$ cat src/rtl/alsu_cmd_issuer.sv
// alsu_cmd_issuer
//   Accepts ALSU commands over valid/ready, buffers them in a DEPTH-entry FIFO
//   and drives each one onto the registered ALSU input bus for 1+cmd_repeat
//   cycles. A delay line matched to the ALSU latency reports when the ALSU
//   output reflects an issued op (res_valid) and whether the ALSU should
//   flag it invalid (exp_invalid).
// Ports:
//   clk, rst_n        clock, async active-low reset
//   flush             sync clear of FIFO, hold counter and bus
//   cmd_*             command handshake and payload
//   opcode..direction registered ALSU bus
//   issue_valid       bus carries a real op this cycle
//   res_valid         ALSU out reflects an issued op
//   exp_invalid       that op is invalid by ALSU rules
//   issued_cnt        saturating count of issue cycles
//   fifo_count        registered FIFO occupancy
module alsu_cmd_issuer #(
   parameter int DEPTH        = 4,
   parameter int ALSU_LATENCY = 2,
   parameter int CNT_W        = 16
) (
   input  logic                     clk,
   input  logic                     rst_n,
   input  logic                     flush,
   input  logic                     cmd_valid,
   output logic                     cmd_ready,
   input  logic [2:0]               cmd_opcode,
   input  logic [2:0]               cmd_A,
   input  logic [2:0]               cmd_B,
   input  logic [6:0]               cmd_ctrl,
   input  logic [3:0]               cmd_repeat,
   output logic [2:0]               opcode,
   output logic [2:0]               A,
   output logic [2:0]               B,
   output logic                     cin,
   output logic                     serial_in,
   output logic                     red_op_A,
   output logic                     red_op_B,
   output logic                     bypass_A,
   output logic                     bypass_B,
   output logic                     direction,
   output logic                     issue_valid,
   output logic                     res_valid,
   output logic                     exp_invalid,
   output logic [CNT_W-1:0]         issued_cnt,
   output logic [$clog2(DEPTH):0]   fifo_count
);

   localparam int PW = $clog2(DEPTH);
   localparam int EW = 20;  // {opcode, A, B, ctrl, repeat}

   localparam logic [1:0] S_IDLE  = 2'd0;
   localparam logic [1:0] S_ISSUE = 2'd1;
   localparam logic [1:0] S_HOLD  = 2'd2;

   logic [1:0]          state;
   logic [3:0]          hold_cnt;
   logic [EW-1:0]       mem [DEPTH];
   logic [PW-1:0]       wr_ptr, rd_ptr;
   logic [EW-1:0]       head;
   logic                push, pop, next_issue;
   logic                invalid_now;
   logic [ALSU_LATENCY-1:0] vld_pipe, inv_pipe;

   assign cmd_ready = fifo_count < (PW+1)'(DEPTH);
   assign push      = cmd_valid && cmd_ready && !flush;
   // A held command blocks the pop; flush wins over everything.
   assign pop       = !flush && (hold_cnt == 4'd0) && (fifo_count != '0);
   assign next_issue = !flush && ((hold_cnt != 4'd0) || (fifo_count != '0));
   assign head      = mem[rd_ptr];

   assign issue_valid = (state != S_IDLE);
   assign invalid_now = issue_valid &
                        (((red_op_A | red_op_B) & (opcode[1] | opcode[2])) |
                         (opcode[1] & opcode[2]));

   assign res_valid   = vld_pipe[ALSU_LATENCY-1];
   assign exp_invalid = inv_pipe[ALSU_LATENCY-1];

   // FIFO storage: no reset needed, occupancy gates every read.
   always_ff @(posedge clk) begin
      if (push) mem[wr_ptr] <= {cmd_opcode, cmd_A, cmd_B, cmd_ctrl, cmd_repeat};
   end

   always_ff @(posedge clk or negedge rst_n) begin
      if (!rst_n) begin
         wr_ptr     <= '0;
         rd_ptr     <= '0;
         fifo_count <= '0;
      end else if (flush) begin
         wr_ptr     <= '0;
         rd_ptr     <= '0;
         fifo_count <= '0;
      end else begin
         if (push) wr_ptr <= wr_ptr + PW'(1);
         if (pop)  rd_ptr <= rd_ptr + PW'(1);
         fifo_count <= fifo_count + (PW+1)'(push) - (PW+1)'(pop);
      end
   end

   // Issue FSM and registered ALSU bus.
   always_ff @(posedge clk or negedge rst_n) begin
      if (!rst_n) begin
         state    <= S_IDLE;
         hold_cnt <= '0;
         {opcode, A, B, cin, serial_in, red_op_A, red_op_B,
          bypass_A, bypass_B, direction} <= '0;
      end else if (flush) begin
         state    <= S_IDLE;
         hold_cnt <= '0;
         {opcode, A, B, cin, serial_in, red_op_A, red_op_B,
          bypass_A, bypass_B, direction} <= '0;
      end else if (hold_cnt != 4'd0) begin
         state    <= S_HOLD;
         hold_cnt <= hold_cnt - 4'd1;
      end else if (fifo_count != '0) begin
         state    <= S_ISSUE;
         hold_cnt <= head[3:0];
         {opcode, A, B, cin, serial_in, red_op_A, red_op_B,
          bypass_A, bypass_B, direction} <= head[EW-1:4];
      end else begin
         state    <= S_IDLE;
         {opcode, A, B, cin, serial_in, red_op_A, red_op_B,
          bypass_A, bypass_B, direction} <= '0;
      end
   end

   // Counts cycles the bus will carry an op after this edge.
   always_ff @(posedge clk or negedge rst_n) begin
      if (!rst_n)                              issued_cnt <= '0;
      else if (next_issue && issued_cnt != '1) issued_cnt <= issued_cnt + CNT_W'(1);
   end

   // Result delay line; keeps draining through flush.
   always_ff @(posedge clk or negedge rst_n) begin
      if (!rst_n) begin
         vld_pipe <= '0;
         inv_pipe <= '0;
      end else begin
         vld_pipe[0] <= issue_valid;
         inv_pipe[0] <= invalid_now;
         for (int i = 1; i < ALSU_LATENCY; i++) begin
            vld_pipe[i] <= vld_pipe[i-1];
            inv_pipe[i] <= inv_pipe[i-1];
         end
      end
   end

endmodule

$ cat config.mk
export PLATFORM = sky130hd
export DESIGN_NAME = alsu_cmd_issuer
export DESIGN_NICKNAME = d
export VERILOG_FILES = /design/src/rtl/alsu_cmd_issuer.sv
export SDC_FILE = /design/constraint.sdc
export NUM_CORES = 1
export LEC_CHECK = 0
export ABC_AREA = 1
export BUFFER_PORTS_ARGS = -buffer_cell sky130_fd_sc_hd__buf_4
export CAP_MARGIN = 20
export CORE_MARGIN = 3
export CORE_UTILIZATION = 50
export CTS_CLUSTER_SIZE = 16
export DETAILED_ROUTE_END_ITERATION = 8
export HOLD_SLACK_MARGIN = 0.1
export PLACE_DENSITY = 0.83
export SYNTH_ARGS = -nofsm -noshare
export SYNTH_HDL_FRONTEND = slang
export SYNTH_SLANG_ARGS = --single-unit
$ cat constraint.sdc
create_clock -name clk -period 2.2 [get_ports clk]
set_input_delay 0.22 -clock clk [delete_from_list [all_inputs] [get_ports clk]]
set_output_delay 0.22 -clock clk [all_outputs]
set_load 0.005 [all_outputs]
==> flow_metrics.env <==
export IMPL_status="finished clean"
export IMPL_dieHeight_um=111
export IMPL_p_leak_nw=2.98
export IMPL_crit_type="reg -> reg"
export IMPL_finClkSkew_ns=0.0110
export IMPL_synth_top_area_share_pct=43.9
export IMPL_routed_wl_um=12600
export IMPL_grt_pass1_wl_um=20600
export IMPL_ys_seq_elements=129
export IMPL_async_flop_share_pct=38.0
export IMPL_post_synth_top_count_cell="nand2_1"
export IMPL_vias=4125
export IMPL_grt_overflow=0
export IMPL_ant_nets=0
export IMPL_maxSlewViolCount=0
export IMPL_initialDrtViolationCount=365
export IMPL_setup_violations_final=0
export IMPL_layout_drive_gt1_share_pct=19.8
export IMPL_synth_common_cells="180 x nand2_1, 80 x edfxtp_1, 49 x dfrtp_1, 46 x nand3_1, 46 x nor2_1"
export IMPL_hold_viol_final=0
export IMPL_grt_pass1_vias=4214
export IMPL_crit_path_end_kind="register"
export IMPL_finalCritPeriodShare_pct=93.9
export IMPL_gp_congestion=0.815
export IMPL_synth_edf_count=80
export IMPL_hp_class="in -> async"
export IMPL_post_place_cells=725
export IMPL_power_density_nw_per_um2=1100
export IMPL_min_period_ns=2.07
export IMPL_fmaxAchievable_ghz=0.484
export IMPL_syn_nets=564
export IMPL_track_usage_pct=21.3
export IMPL_cts_tree="done"
export IMPL_syn_area_per_cell_um2=10.3
export IMPL_diodes=0
export IMPL_startpoint_type="register"
export IMPL_grt_max_degree=50
export IMPL_synth_area_um2=5470
export IMPL_cts_buffer_depth=2
export IMPL_cp_required_ns=2.60
export IMPL_postSynthCellCount=530
export IMPL_area_delta_synth_final_pct=27.2
export IMPL_max_slew_margin_pct=55.2
export IMPL_yosysWarnings=0
export IMPL_initial_core_util_pct=52.3
export IMPL_drc_errors=0
export IMPL_numCtsBuffers=17
export IMPL_clkTransAtPathRegs_ns=0.06
export IMPL_fillers=762
export IMPL_hpwl_um=7700
export IMPL_ios=63
export IMPL_final_cells=782
export IMPL_portBuffers=62
export IMPL_ir_drop_mv=0.596
export IMPL_wl_per_cell_um=16.1
export IMPL_die_w_um=111
export IMPL_antenna_found_initial=0
export IMPL_num_rows=37
export IMPL_worst_ep_arrival_time_ns=2.47
export IMPL_yosysSeqAreaShare_pct=66.3
export IMPL_nNetsFinal=667
export IMPL_cts_sinks=129
export IMPL_cts_root_buf="clkbuf_8"
export IMPL_worstMarginPinSlew_ns=0.671
export IMPL_yosysTopAreaCell="edfxtp_1"
export IMPL_synthTopCellsByArea="edfxtp_1 44%, dfrtp_1 22%, nand2_1 12%"
export IMPL_ys_types=27
export IMPL_coreArea_um2=10500
export IMPL_clk_insertion_delay_late_ns=0.52
export IMPL_first_pass_iters=5
export IMPL_max_cap_violations=0
export IMPL_htree_levels=4
export IMPL_path_max_fanout=3
export IMPL_vias_per_cell=5.27
export IMPL_die_area_um2=12200
export IMPL_synth_ff_type="edfxtp_1"
export IMPL_final_core_util_pct=66.5
-- worst max-delay path, stage by stage (launching register included) --
cell and delay [ns]:
dfrtp_1 0.38, inv_1 0.10, ha_2 0.21, nand3_2 0.08, nor2_1 0.12, ha_1 0.24, inv_1 0.06, ha_1 0.12
inv_1 0.04, fa_1 0.37, xor2_1 0.17, nor2_1 0.05
-- placed cells by master, fill, tap and decap left out, types with 2 or more instances in the layout --
master / instances
inv_6: 3
nand4_1: 6
clkinv_2: 2
a21oi_1: 5
nor2_1: 43
buf_4: 78
xnor2_1: 7
clkinv_1: 2
nand2_2: 6
ha_1: 8
edfxtp_1: 80
inv_2: 3
dfrtp_1: 48
inv_1: 32
nor2_2: 5
clkbuf_16: 16
xor2_1: 3
nand3_1: 46
bufinv_16: 2
nand3_2: 2
nand2_1: 179
dlygate4sd3_1: 23
o21ai_0: 31
clkinv_4: 4
-- routing by layer --
| layer | part of all wire, % | wire length (um) | track usage [%] | vias to the layer above |
|---|---|---|---|---|
| li1 | - | - | - | 1955 |
| met1 | 38 | 4830 | 24.4 | 1978 |
| met2 | 54 | 6750 | 38.3 | 161 |
| met3 | 6.1 | 768 | 5.26 | 31 |
| met4 | 2.1 | 262 | 8.54 | 0 |
| met5 | 0 | 0 | 0 | - |
-- through the flow --
stage / instance area [um2] / total power [mW] / setup TNS (ns) / setup slack (ns) / hold slack, ns
2_1_floorplan: 5470 / 4.23 / 0 / 0.175 / -0.0756
5_1_grt: 6960 / 8.11 / -0.00401 / -0.00401 / 0.341
3_5_place_dp: 6140 / 4.91 / 0 / 0.104 / 0.293
6_report: 6960 / 7.68 / 0 / 0.134 / 0.281
4_1_cts: 6940 / 7.68 / 0 / 0.0801 / 0.286
3_3_place_gp: 6140 / 4.80 / 0 / 0.194 / 0.285
-- repair_timing --
item | 4_1_cts | 5_1_grt
hold endpoints to repair | 136 | 0
buffers inserted | 0 | 2
endpoints found under the setup margin | 0 | 1
hold buffers | 23 | 0
gates resized for setup | 0 | 4
-- flip-flops by register name, summed over array words and instances, names as in the netlist, 3 cells and up --
name and count:
opcode 3, B 3, hold_cnt 4, issued_cnt 16
A 3, mem 80, fifo_count 3
-- final cells by class --
| type | instances | area, um2 | area share [%] |
|---|---|---|---|
| Timing Repair Buffer | 101 | 816 | 11.7 |
| Clock buffer | 18 | 418 | 6.01 |
| Multi-Input combinational cell | 348 | 1640 | 23.5 |
| Tap cell | 136 | 170 | 2.45 |
| Inverter | 36 | 135 | 1.94 |
| Clock inverter | 14 | 154 | 2.21 |
| Sequential cell | 129 | 3630 | 52.2 |
-- cell families after synthesis --
family / Yosys count / synth area share (%)
simple gates: 288 / 21.7
flops: 129 / 66.3
buf+inv: 53 / 4.00
compound gates: 40 / 3.98
xor+xnor: 10 / 1.60
fa+ha+maj: 10 / 2.42
-- report_power, final --
group          internal (mW)  total, mW  switching (mW)
sequential              2.89       3.10           0.209
clock                   1.63       2.71            1.08
combinational          0.735       1.87            1.14
total                   5.25       7.68            2.43
-- final timing paths --
kind / from / endpoint / slack, ns / depth (start not counted)
worst max-delay path: hold_cnt[1]$_DFFE_PN0P_ / fifo_count[2]$_DFF_PN0_ / 0.13 / 11
worst min-delay path: rst_n / issued_cnt[5]$_DFFE_PN0P_ / 0.28 / 2
max in group asynchronous: rst_n / fifo_count[1]$_DFF_PN0_ / 1.44 / 2
worst max register to register: hold_cnt[1]$_DFFE_PN0P_ / fifo_count[2]$_DFF_PN0_ / 0.13 / 11
min in group clk: inv_pipe[0]$_DFF_PN0_ / inv_pipe[1]$_DFF_PN0_ / 0.35 / 0
worst min register to register: inv_pipe[0]$_DFF_PN0_ / inv_pipe[1]$_DFF_PN0_ / 0.35 / 0
Note: power is estimated with default switching activity, not from simulation.
